## src/rtl/ecc_pkg.sv

```systemverilog
// Shared types and register field positions for the ECC operation sequencer.
package ecc_pkg;

    typedef enum logic [1:0] {
        OP_ENC  = 2'd0,
        OP_DEC  = 2'd1,
        OP_FULL = 2'd2,
        OP_RSVD = 2'd3
    } op_e;

    typedef enum logic [1:0] {
        W8   = 2'd0,
        W16  = 2'd1,
        W32  = 2'd2,
        WINV = 2'd3
    } cw_width_e;

    typedef enum logic [2:0] {
        StIdle,
        StCheck,
        StEncRun,
        StDecRun,
        StDone,
        StErr
    } seq_state_e;

    localparam int unsigned CtrlOpLsb  = 0;
    localparam int unsigned CtrlOpMsb  = 1;
    localparam int unsigned WidthLsb   = 0;
    localparam int unsigned WidthMsb   = 1;

    function automatic logic cfg_invalid(input op_e op, input cw_width_e width);
        return (op == OP_RSVD) || (width == WINV);
    endfunction

endpackage

```

## src/rtl/ecc_phase_timer.sv

```systemverilog
// Per-phase cycle counter; the count is zero in the cycle after a restart.
module ecc_phase_timer #(
    parameter int unsigned TIMEOUT_CYCLES = 64
) (
    input  logic clk,
    input  logic reset,
    input  logic restart_i,
    input  logic enable_i,
    output logic expired_o
);

    localparam int unsigned CntW = (TIMEOUT_CYCLES > 1) ? $clog2(TIMEOUT_CYCLES) : 1;

    logic [CntW-1:0] count_d, count_q;

    assign expired_o = (count_q == CntW'(TIMEOUT_CYCLES - 1));

    always_comb begin
        count_d = count_q;
        if (restart_i) begin
            count_d = '0;
        end else if (enable_i && !expired_o) begin
            count_d = count_q + 1'b1;
        end
    end

    always_ff @(posedge clk or posedge reset) begin
        if (reset) begin
            count_q <= '0;
        end else begin
            count_q <= count_d;
        end
    end

endmodule

```

## src/rtl/ecc_op_sequencer.sv

```systemverilog
// Snapshots the ECC configuration on a CTRL write, runs encoder/decoder phases and
// reports completion, error count and sticky error flags.
module ecc_op_sequencer
    import ecc_pkg::*;
#(
    parameter int unsigned AMBA_WORD      = 16,
    parameter int unsigned TIMEOUT_CYCLES = 64
) (
    input  logic                 clk,
    input  logic                 reset,
    input  logic                 CTRL_ready,
    input  logic [AMBA_WORD-1:0] CTRL,
    input  logic [AMBA_WORD-1:0] CODEWORD_WIDTH,
    input  logic                 enc_done,
    input  logic                 dec_done,
    input  logic [1:0]           dec_num_of_errors,
    output logic                 enc_start,
    output logic                 dec_start,
    output logic                 noise_en,
    output logic [1:0]           op_mode,
    output logic [1:0]           cw_width_sel,
    output logic                 busy,
    output logic                 operation_done,
    output logic [1:0]           num_of_errors,
    output logic                 err_cfg,
    output logic                 err_timeout,
    output logic                 overrun
);

    seq_state_e state_d, state_q;
    op_e        op_d, op_q;
    cw_width_e  width_d, width_q;
    logic       enc_start_d, enc_start_q;
    logic       dec_start_d, dec_start_q;
    logic       noise_d, noise_q;
    logic       busy_d, busy_q;
    logic       done_d, done_q;
    logic [1:0] nerr_d, nerr_q;
    logic       err_cfg_d, err_cfg_q;
    logic       err_to_d, err_to_q;
    logic       overrun_d, overrun_q;
    logic       timer_restart;
    logic       timer_expired;

    // Only the low fields of the register words are meaningful.
    logic unused_reg_bits;
    assign unused_reg_bits = ^{CTRL[AMBA_WORD-1:CtrlOpMsb+1],
                               CODEWORD_WIDTH[AMBA_WORD-1:WidthMsb+1]};

    ecc_phase_timer #(
        .TIMEOUT_CYCLES(TIMEOUT_CYCLES)
    ) u_phase_timer (
        .clk      (clk),
        .reset    (reset),
        .restart_i(timer_restart),
        .enable_i ((state_q == StEncRun) || (state_q == StDecRun)),
        .expired_o(timer_expired)
    );

    always_comb begin
        state_d       = state_q;
        op_d          = op_q;
        width_d       = width_q;
        enc_start_d   = 1'b0;
        dec_start_d   = 1'b0;
        noise_d       = noise_q;
        busy_d        = busy_q;
        done_d        = 1'b0;
        nerr_d        = nerr_q;
        err_cfg_d     = err_cfg_q;
        err_to_d      = err_to_q;
        overrun_d     = overrun_q;
        timer_restart = 1'b0;

        unique case (state_q)
            StIdle: begin
                if (CTRL_ready) begin
                    op_d      = op_e'(CTRL[CtrlOpMsb:CtrlOpLsb]);
                    width_d   = cw_width_e'(CODEWORD_WIDTH[WidthMsb:WidthLsb]);
                    nerr_d    = 2'd0;
                    err_cfg_d = 1'b0;
                    err_to_d  = 1'b0;
                    overrun_d = 1'b0;
                    busy_d    = 1'b1;
                    state_d   = StCheck;
                end
            end
            StCheck: begin
                if (cfg_invalid(op_q, width_q)) begin
                    err_cfg_d = 1'b1;
                    done_d    = 1'b1;
                    state_d   = StErr;
                end else if (op_q == OP_DEC) begin
                    dec_start_d   = 1'b1;
                    timer_restart = 1'b1;
                    state_d       = StDecRun;
                end else begin
                    enc_start_d   = 1'b1;
                    noise_d       = (op_q == OP_FULL);
                    timer_restart = 1'b1;
                    state_d       = StEncRun;
                end
            end
            StEncRun: begin
                // The entry cycle is marked by enc_start_q; a done there is ignored.
                if (enc_done && !enc_start_q) begin
                    noise_d = 1'b0;
                    if (op_q == OP_FULL) begin
                        dec_start_d   = 1'b1;
                        timer_restart = 1'b1;
                        state_d       = StDecRun;
                    end else begin
                        nerr_d  = 2'd0;
                        done_d  = 1'b1;
                        state_d = StDone;
                    end
                end else if (timer_expired) begin
                    noise_d  = 1'b0;
                    err_to_d = 1'b1;
                    done_d   = 1'b1;
                    state_d  = StErr;
                end
            end
            StDecRun: begin
                if (dec_done) begin
                    nerr_d  = dec_num_of_errors;
                    done_d  = 1'b1;
                    state_d = StDone;
                end else if (timer_expired) begin
                    err_to_d = 1'b1;
                    done_d   = 1'b1;
                    state_d  = StErr;
                end
            end
            StDone, StErr: begin
                busy_d  = 1'b0;
                state_d = StIdle;
            end
            default: begin
                busy_d  = 1'b0;
                noise_d = 1'b0;
                state_d = StIdle;
            end
        endcase

        if (CTRL_ready && (state_q != StIdle)) begin
            overrun_d = 1'b1;
        end
    end

    always_ff @(posedge clk or posedge reset) begin
        if (reset) begin
            state_q     <= StIdle;
            op_q        <= OP_ENC;
            width_q     <= W8;
            enc_start_q <= 1'b0;
            dec_start_q <= 1'b0;
            noise_q     <= 1'b0;
            busy_q      <= 1'b0;
            done_q      <= 1'b0;
            nerr_q      <= 2'd0;
            err_cfg_q   <= 1'b0;
            err_to_q    <= 1'b0;
            overrun_q   <= 1'b0;
        end else begin
            state_q     <= state_d;
            op_q        <= op_d;
            width_q     <= width_d;
            enc_start_q <= enc_start_d;
            dec_start_q <= dec_start_d;
            noise_q     <= noise_d;
            busy_q      <= busy_d;
            done_q      <= done_d;
            nerr_q      <= nerr_d;
            err_cfg_q   <= err_cfg_d;
            err_to_q    <= err_to_d;
            overrun_q   <= overrun_d;
        end
    end

    assign enc_start      = enc_start_q;
    assign dec_start      = dec_start_q;
    assign noise_en       = noise_q;
    assign op_mode        = op_q;
    assign cw_width_sel   = width_q;
    assign busy           = busy_q;
    assign operation_done = done_q;
    assign num_of_errors  = nerr_q;
    assign err_cfg        = err_cfg_q;
    assign err_timeout    = err_to_q;
    assign overrun        = overrun_q;

endmodule
```

## config.mk

```make
export PLATFORM = sky130hd
export DESIGN_NAME = ecc_op_sequencer
export DESIGN_NICKNAME = d
export VERILOG_FILES = /design/src/rtl/ecc_pkg.sv /design/src/rtl/ecc_phase_timer.sv /design/src/rtl/ecc_op_sequencer.sv
export SDC_FILE = /design/constraint.sdc
export NUM_CORES = 1
export LEC_CHECK = 0
export BUFFER_PORTS_ARGS = -buffer_cell sky130_fd_sc_hd__buf_2
export CAP_MARGIN = 10
export CELL_PAD_IN_SITES_DETAIL_PLACEMENT = 0
export CELL_PAD_IN_SITES_GLOBAL_PLACEMENT = 1
export CORE_UTILIZATION = 33
export CTS_CLUSTER_SIZE = 30
export DETAILED_ROUTE_END_ITERATION = 16
export GPL_TIMING_DRIVEN = 0
export PLACE_DENSITY = 0.81
export SLEW_MARGIN = 20
export SYNTH_ARGS = -nofsm -noshare
export SYNTH_HDL_FRONTEND = slang
export SYNTH_SLANG_ARGS = --single-unit
```

## constraint.sdc

```tcl
create_clock -name clk -period 1.8 [get_ports clk]
set_clock_uncertainty 0.15 [all_clocks]
set_input_delay 0.54 -clock clk [delete_from_list [all_inputs] [get_ports clk]]
set_output_delay 0.54 -clock clk [all_outputs]
set_load 0.05 [all_outputs]
```

==> results of run 1 <==
-- area by class of cell --
class / count / area (um^2)
clock buffer: 4 / 26.3
timing repair buffer: 26 / 138
multi-input combinational: 74 / 502
sequential: 23 / 576
fill: 331 / 1780
buffer: 2 / 16.3
tap: 44 / 55.1
inverter: 3 / 11.3
-- stage by stage --
stage	instance area (um^2)	TNS [ps]	total power [uW]	hold WS (ps)	std cells
final	1320	0	2480	227	176
after detailed placement	1260	-412	2210	330	170
after CTS	1310	0	2470	270	176
after global placement	1260	-248	2190	323	170
after global routing	1320	0	2650	289	176
after floorplan	1090	0	1900	325	102
-- worst min-delay path by stage --
| stage | slack, ps | end | start | depth (start not counted) |
|---|---|---|---|---|
| after detailed placement | 330 | overrun$_DFFE_PP0P_ | overrun$_DFFE_PP0P_ | 2 |
| after floorplan | 320 | u_phase_timer.count_q[2]$_DFFE_PP0P_ | u_phase_timer.count_q[2]$_DFFE_PP0P_ | 1 |
| final | 230 | num_of_errors[1]$_DFFE_PP0P_ | reset | 2 |
| after global routing | 290 | cw_width_sel[1]$_DFFE_PP0P_ | CODEWORD_WIDTH[1] | 2 |
| after CTS | 270 | num_of_errors[0]$_DFFE_PP0P_ | reset | 2 |
| after global placement | 320 | busy$_DFFE_PP0P_ | busy$_DFFE_PP0P_ | 1 |
-- placed cells by master (no fill, tap or decap), drive strengths merged, types with 3 or more instances in the layout --
master / n
a21oi: 9
a311oi: 3
buf: 27
clkbuf: 5
dfrtp: 23
inv: 3
mux2: 4
nand2: 3
nand2b: 5
nand3: 4
nor2: 12
o21ai: 8
o22ai: 3
-- layer usage --
metal / wire length [um] / vias up / share of wire, % / global-route usage, %
met5: 0 / - / 0 / 0
met4: 31 / 0 / 1.3 / 5.10
met3: 91 / 4 / 4.0 / 2.84
met2: 1090 / 21 / 47 / 23.9
met1: 1090 / 438 / 47 / 18.4
li1: - / 441 / - / -
-- state kept, by name (all words and copies together) (netlist names) --
name / flops
err_cfg: 1
err_timeout: 1
busy: 1
enc_start: 1
op_mode: 2
noise_en: 1
u_phase_timer.count_q: 6
operation_done: 1
dec_start: 1
num_of_errors: 2
state_q: 3
cw_width_sel: 2
overrun: 1
-- power breakdown --
| part | internal, uW | switching [uW] | total [uW] | leakage, uW |
|---|---|---|---|---|
| clock network | 86.6 | 157 | 244 | 0.0000150 |
| logic | 452 | 919 | 1370 | 0.000313 |
| registers | 704 | 157 | 861 | 0.000295 |
| total | 1240 | 1230 | 2480 | 0.000623 |
-- synth_stat cells --
library cell,n
and2b_1,1
nor2b_1,1
ha_1,1
a31oi_1,1
nor4b_4,1
mux2i_1,1
buf_2,1
a221oi_1,1
xor2_1,1
mux2_2,4
and3_1,2
inv_1,3
o41ai_1,1
a221o_1,1
a311oi_1,3
or3_1,2
o21ba_2,1
nand3_1,4
o22ai_1,3
or3b_2,1
o311ai_0,1
a22o_1,2
nand2_1,3
dfrtp_1,23
a21o_1,2
buf_6,1
nor2_1,12
o21ai_0,7
a22oi_1,1
a21oi_1,9
nor3b_1,1
o21ai_1,1
nand2b_1,5
-- what timing repair did --
| item | 4_1_cts | 5_1_grt |
|---|---|---|
| resized for setup | 1 | 5 |
| cloned | 0 | 0 |
| setup endpoints to repair | 10 | 7 |
| buffers inserted | 2 | 0 |
| hold buffers | 0 | 0 |
| pin swaps | 1 | 0 |
-- cells by family after synthesis --
| family | synth area share, % |
|---|---|
| fa+ha+maj | 1.15 |
| buf+inv | 2.53 |
| xor+xnor | 0.805 |
| simple gates | 17.1 |
| mux | 5.06 |
| compound gates | 20.5 |
| flops | 52.9 |
==> run metrics, run 1 <==
status=complete, no violations; worst path bufs/invs=1; H-tree levels=1; Die H=approximately 59 um; critical path startpoint=op_mode[1]$_DFFE_PP0P_; Static Leak=0.000623 uW; routed vias/inst=just over 5; io pins=between 50 and 60; FF-to-FF End=operation_done$_DFF_PP0_; Seq cells post-synth=23; antenna cells=0; post-synth top area cell=dfrtp_1; worst flop-to-flop path startpoint=state_q[0]$_DFFE_PP0P_; area of the core=approximately 0.0031 mm^2; Layout area overhead=21.6%; Synth Instances=102; TritonCTS clock tree=yes; clk_lat worst skew=~310 ps; Finish-stage setup viols=0; crit path time final=around 1700 ps; CP Capture Type=output pin; pin count of the biggest net entering global routing=24; FMAX=576 MHz; Final Wtd Congestion=between 0.7 and 0.8; WS Path Type=reg -> out; drt wl/cell=13.1 um; fraction of layout cells with a size suffix above 1=between 30% and 40%; maxcap violations=0; Levels on crit path=1; Site Rows=20; die area=0.00353 mm^2; number of global-route vias before repair=just under 900; worst ir drop on vdd=about 0.64 mV; initial antenna violation count=0; DIE WIDTH=slightly below 60 um; CP required=approximately 1100 ps; port buffer count=24; Hold/Removal Path Class=in -> async; Detailed Route WL=roughly 2300 um; Synth warnings=0; clock slew at reported path FFs=between 100 and 150 ps; CTS buffer count=3; Final Hold Fails=0; Setup crit start kind=flip-flop; initial core utilization=35.1%; synth top area cells=dfrtp_1, a21oi_1, mux2_2; GRT overflow=0; drt pass-1 iters=4; slack of the critical path=63.0 ps; total global routing track utilization=14.4%; DRC=0; Final period util=a little over nine tenths; clock root cell=clkbuf_4; Avg Cell Area, Syn=between 10 and 15 um^2; Worst Setup EP=op_mode[1]; pre-CTS setup slack=-72.7 ps; Clock Path Buffers=2; register area share after synthesis=between 50% and 60%; Synth top area share=between 50 and 60%; Power Dens Cells=between 1500 and 2000 mW/mm^2; first-pass GRT wire length=3820 um; R2R setup slack=around 150 ps; CP max-delay cell=dfrtp_1; crit path max fanout=6; worst slew pin tran=~850 ps; utilization after layout=between 40% and 50%; Slew Viols, Final=0; synth unique cells=33; Worst Path Arrival=1050 ps; Post-DRT Antenna Nets=0; Netlist Area Pre-Place=around 0.0011 mm^2; worst slew margin relative to its limit=between 40% and 50%; clock sinks=23; # nets final=around 170; delay-heaviest family, CP=flip-flops; nets in the synthesized netlist=about 140; RSZ-0062 raised after global routing=false; drt initial violations=47; CP cell instances=buf_2; DR vias=approximately 900; worst r2r path cells=4; hpwl dp=approximately 1700 um; Crit path largest cell delay=about 450 ps
Note: power is estimated with default switching activity, not from simulation.
==> run 2, diff against run 1 <==
--- a/config.mk
+++ b/config.mk
@@ -5,15 +5,15 @@
 export SDC_FILE = /design/constraint.sdc
 export NUM_CORES = 1
 export LEC_CHECK = 0
-export BUFFER_PORTS_ARGS = -buffer_cell sky130_fd_sc_hd__buf_2
 export CAP_MARGIN = 10
 export CELL_PAD_IN_SITES_DETAIL_PLACEMENT = 0
 export CELL_PAD_IN_SITES_GLOBAL_PLACEMENT = 1
-export CORE_UTILIZATION = 33
+export CORE_UTILIZATION = 35
 export CTS_CLUSTER_SIZE = 30
 export DETAILED_ROUTE_END_ITERATION = 16
+export DONT_BUFFER_PORTS = 1
 export GPL_TIMING_DRIVEN = 0
-export PLACE_DENSITY = 0.81
+export PLACE_DENSITY = 0.65
 export SLEW_MARGIN = 20
 export SYNTH_ARGS = -nofsm -noshare
 export SYNTH_HDL_FRONTEND = slang
==> constraint.sdc (replaced) <==
create_clock -name clk -period 2.1 [get_ports clk]
set_clock_uncertainty 0.15 [all_clocks]
set_input_delay 0.63 -clock clk [delete_from_list [all_inputs] [get_ports clk]]
set_output_delay 0.63 -clock clk [all_outputs]
set_load 0.05 [all_outputs]
==> run metrics, run 2 (synthesis gave the netlist of run 1 again) <==
post-cts resize count=0 (-1); Clock Path Buffers=2 (unchanged); commonest non-fill, non-tap cell in the layout=dfrtp_1; first-pass GRT wire length=3710 um (-2.9%); clk_lat worst skew=300 ps (about the same); maxcap violations=0 (unchanged); number of global-route vias before repair=818 (-6.2%); post-route cell area=0.00115 mm^2 (-13%); max reg flops=6 (unchanged); initial antenna violation count=0 (unchanged); CTS Hold Buffers Added=0 (unchanged); worst r2r path cells=4 (unchanged); CP Capture Type=flip-flop; Static Leak=0.000507 uW (-19%); pre-CTS setup slack=259 ps (+332 ps); Placed Area=0.00113 mm^2 (-11%); Final Hold Fails=0 (unchanged); Post-DRT Antenna Nets=0 (unchanged); DRC=2 (+2); die area=0.00334 mm^2 (-5.5%); clock sinks=23 (unchanged); drt pass-1 iters=10 (+6); Die H=57.8 um (-2.8%); # nets final=147 (-15%); clock root cell=clkbuf_4; Worst Path Arrival=1910 ps (+860 ps); hpwl dp=1610 um (-6.2%); initial core utilization=38.2% (+3.1 points); total global routing track utilization=14.8% (+0.38 points); Hold/Removal Path Class=in -> async; Detailed Route WL=2160 um (-6.3%); Power Dens Cells=1710 mW/mm^2 (-8.8%); CP required=2170 ps (+1060 ps); routed vias/inst=5.77 (+12%); status=finished with violations; Site Rows=19 (-5.0%); fraction of layout cells with a size suffix above 1=11.3% (-20 points); failing checks=design-rule violations; FMAX=approximately 540 MHz; worst slew pin tran=848 ps (-5.33 ps); DR vias=791 (-13%); Layout area overhead=5.98%; antenna cells=0 (unchanged); CTS buffer count=3 (unchanged); R2R setup slack=260 ps (+110 ps); TritonCTS clock tree=yes; port buffer count=0 (-100%); drt wl/cell=15.7 um (+20%); Final Wtd Congestion=0.805 (+5.9%); worst slew margin relative to its limit=43.4% (+0.36 points); Fin Setup TNS=0 ps (unchanged); io pins=53 (unchanged); postcts setup bufs=0 (-2); RSZ-0062 raised after global routing=false; drt initial violations=22 (-53%); worst flop-to-flop path startpoint=op_mode[0]$_DFFE_PP0P_; WS Path Type=reg -> reg; area of the core=0.00285 mm^2 (-8.1%); clock slew at reported path FFs=120 ps (about the same); Non-Filler Instances=137 (-22%); most frequent cells in the layout=dfrtp_1, nor2_1, a21oi_1; placed cells=133 (-22%); worst ir drop on vdd=0.844 mV (+32%); largest registers=u_phase_timer.count_q (6), state_q (3); slack of the critical path=261 ps (+198 ps); pin count of the biggest net entering global routing=24 (unchanged); DIE WIDTH=57.8 um (-2.8%); Slew Viols, Final=0 (unchanged); crit path max fanout=7 (+1); GRT overflow=0 (unchanged); Biggest register=u_phase_timer.count_q; Final period util=between 80% and 90%; crit path time final=1840 ps; FF-to-FF End=u_phase_timer.count_q[2]$_DFFE_PP0P_; Finish-stage setup viols=0 (unchanged); Setup crit start kind=flip-flop; Power Total=1970 uW (-21%); H-tree levels=1 (unchanged)
run 2: area by class of cell:
class	count	area [um^2]
plain buffers	2	16.3
clock buffers	4	26.3
fillers	298	1700
inverters	3	11.3
multi-input cells	74	485
flip-flops and latches	23	576
well taps	31	38.8
run 2: metal layers:
metal,vias up,global-route usage [%],share of wire [%]
li1,387,-,-
met1,374,18.6,46
met2,28,24.1,46
met3,2,4.69,6.9
met4,0,5.10,0.83
met5,-,0,0
run 2: per-stage QoR:
| stage | utilization (%) | hold WS, ps |
|---|---|---|
| after floorplan | - | 325 |
| after global placement | 39.5 | 352 |
| after detailed placement | 39.5 | 355 |
| after CTS | 40.4 | 253 |
| after global routing | 40.4 | 282 |
| final | 40.4 | 222 |
run 2: worst max path at each step:
stage                                       from                                    to
after floorplan                       CTRL_ready           cw_width_sel[0]$_DFFE_PP0P_
after global placement       enc_start$_DFF_PP0_          num_of_errors[1]$_DFFE_PP0P_
after detailed placement              CTRL_ready          num_of_errors[0]$_DFFE_PP0P_
after CTS                 state_q[0]$_DFFE_PP0P_          num_of_errors[1]$_DFFE_PP0P_
after global routing      op_mode[0]$_DFFE_PP0P_  u_phase_timer.count_q[3]$_DFFE_PP0P_
final                     op_mode[0]$_DFFE_PP0P_  u_phase_timer.count_q[2]$_DFFE_PP0P_
run 2: critical path: stages (launching register included):
cell,delay (ps)
dfrtp_1,750
a22oi_1,260
nand3_1,200
nand2_1,170
a311oi_1,230
run 2: power by group:
group	switching, uW	internal (uW)
registers	528	597
clock network	125	74.0
logic	358	286
==> run 3, diff against run 2 <==
--- a/config.mk
+++ b/config.mk
@@ -8,12 +8,13 @@
 export CAP_MARGIN = 10
 export CELL_PAD_IN_SITES_DETAIL_PLACEMENT = 0
 export CELL_PAD_IN_SITES_GLOBAL_PLACEMENT = 1
+export CORE_ASPECT_RATIO = 0.75
 export CORE_UTILIZATION = 35
 export CTS_CLUSTER_SIZE = 30
 export DETAILED_ROUTE_END_ITERATION = 16
 export DONT_BUFFER_PORTS = 1
 export GPL_TIMING_DRIVEN = 0
-export PLACE_DENSITY = 0.65
+export PLACE_DENSITY = 0.66
 export SLEW_MARGIN = 20
 export SYNTH_ARGS = -nofsm -noshare
 export SYNTH_HDL_FRONTEND = slang
==> run metrics, run 3 (synthesis gave the netlist of run 1 again) <==
area of the core=0.00296 mm^2 (+3.6%); routed vias/inst=5.69 (-1.5%); maxcap violations=0 (unchanged); fraction of layout cells with a size suffix above 1=12.3% (+0.94 points); postcts setup bufs=0 (unchanged); crit path time final=1910 ps (+72.4 ps); antenna cells=0 (unchanged); total global routing track utilization=15.0% (+0.19 points); io pins=53 (unchanged); pin count of the biggest net entering global routing=24 (unchanged); die area=0.00334 mm^2 (about the same); Site Rows=17 (-2); # nets final=147 (unchanged); max reg flops=6 (unchanged); fill count=303 (+1.7%); DRC=0 (-2); TritonCTS clock tree=yes; Static Leak=0.000514 uW (+1.3%); CTS buffer count=3 (unchanged); clk_lat worst skew=270 ps (-30 ps); port buffer count=0 (unchanged); clock slew at reported path FFs=90 ps (-30 ps); Slew Viols, Final=0 (unchanged); met2 usage=19.9% (-4.2 points); Fin Setup TNS=0 ps (unchanged); delay-heaviest family, CP=compound AO/OA/AOI/OAI gates; Final Wtd Congestion=0.839 (+4.3%); met3 Resource Use GR=6.36% (+1.7 points); drt wl/cell=16.3 um (+3.3%); worst slew pin tran=881 ps (+33.0 ps); worst ir drop on vdd=0.761 mV (-9.8%); worst path bufs/invs=0 (unchanged); DR vias=819 (+3.5%); CP max-delay cell=dfrtp_1; RSZ-0062 raised after global routing=false; Power Dens Cells=1750 mW/mm^2 (+2.4%); drt initial violations=27 (+23%); worst slew margin relative to its limit=41.2% (-2.2 points); sw frac=50.8% (-0.53 points); hpwl dp=1660 um (+3.2%); WS Path Type=reg -> reg; FMAX=523 MHz (-3.8%); GRT Max-Usage Layer=met1; status=complete, no violations; CP Capture Type=flip-flop; first-pass GRT wire length=3600 um (-3.0%); H-tree levels=1 (unchanged); Final Hold Fails=0 (unchanged); initial core utilization=36.8% (-1.3 points); met1 Use GR=22.2% (+3.6 points); CP cell instances=nor3b_1 -> a221o_1 -> o21ai_1 -> a22o_1; Clock Power Share=13.8% (+3.7 points); Final period util=91.0% (+3.4 points); clock root cell=clkbuf_8; utilization after layout=40.1% (-0.36 points); post-cts resize count=0 (unchanged); Detailed Route WL=2340 um (+8.6%); internal cell power=1020 uW (+6.3%); drt pass-1 iters=4 (-6); largest registers=u_phase_timer.count_q (6), state_q (3); most frequent cells in the layout=dfrtp_1, nor2_1, a21oi_1; initial antenna violation count=0 (unchanged); Worst Path Arrival=1920 ps (about the same); DIE WIDTH=66.4 um (+15%); Die H=50.3 um (-13%); Flop pwr share=54.6% (-2.6 points); Finish-stage setup viols=0 (unchanged); Biggest register=u_phase_timer.count_q; GRT overflow=0 (unchanged); switching power total=1050 uW (+4.1%); Post-DRT Antenna Nets=0 (unchanged); number of global-route vias before repair=754 (-7.8%); Logic pwr share=31.6% (-1.1 points); Layout area overhead=8.85%; Crit path largest cell delay=580 ps (-170 ps); clock sinks=23 (unchanged); commonest non-fill, non-tap cell in the layout=dfrtp_1; Hold/Removal Path Class=in -> async; Setup crit start kind=flip-flop; CTS Hold Buffers Added=0 (unchanged); Clock Path Buffers=2 (unchanged); CP required=2110 ps (-60 ps); crit path max fanout=4 (-3)
[run 3: worst register-to-register path, stage by stage (launching register included)]
cell and delay, ps:
dfrtp_1 580, nor3b_1 480, a221o_1 260, o21ai_1 110
a22o_1 220
[run 3: worst paths after layout]
check | from | slack, ps | endpoint | depth (start not counted)
max in group asynchronous | reset | 980 | err_cfg$_DFFE_PP0P_ | 1
min in group clk | CTRL_ready | 340 | overrun$_DFFE_PP0P_ | 2
setup reg to reg | enc_start$_DFF_PP0_ | 190 | num_of_errors[1]$_DFFE_PP0P_ | 4
hold / removal | reset | 280 | num_of_errors[0]$_DFFE_PP0P_ | 1
hold reg to reg | u_phase_timer.count_q[2]$_DFFE_PP0P_ | 360 | u_phase_timer.count_q[2]$_DFFE_PP0P_ | 1
setup / recovery | enc_start$_DFF_PP0_ | 190 | num_of_errors[1]$_DFFE_PP0P_ | 4
[run 3: metrics by stage]
step	instances	total power (uW)	setup slack [ps]	area [um^2]	hold WS, ps
2_1_floorplan	102	1630	456	1090	325
3_3_place_gp	140	1780	265	1140	358
3_5_place_dp	140	1790	244	1140	357
4_1_cts	144	2080	201	1180	319
5_1_grt	144	2210	61.3	1180	334
6_report	144	2070	188	1180	281
[run 3: power by group through the flow]
stage	Combinational (uW)	Sequential (uW)	Clock (uW)
6_report	653	1130	286
5_1_grt	724	1160	322
4_1_cts	652	1130	301
3_5_place_dp	650	1140	0
3_3_place_gp	639	1140	0
2_1_floorplan	527	1100	0
[run 3: area by class of cell]
cell class | instances | area, um^2 | area share [%]
sequential | 23 | 576 | 48.6
multi-input combinational | 74 | 485 | 41.0
tap | 38 | 47.5 | 4.01
clock buffer | 3 | 41.3 | 3.48
buffer | 2 | 16.3 | 1.37
inverter | 3 | 11.3 | 0.950
clock inverter | 1 | 7.51 | 0.634
[run 3: per-layer routing]
| layer | up-vias | part of all wire, % |
|---|---|---|
| met3 | 2 | 8.0 |
| met4 | 0 | 0.43 |
| met5 | - | 0 |
| met2 | 37 | 41 |
| met1 | 394 | 50 |
| li1 | 386 | - |
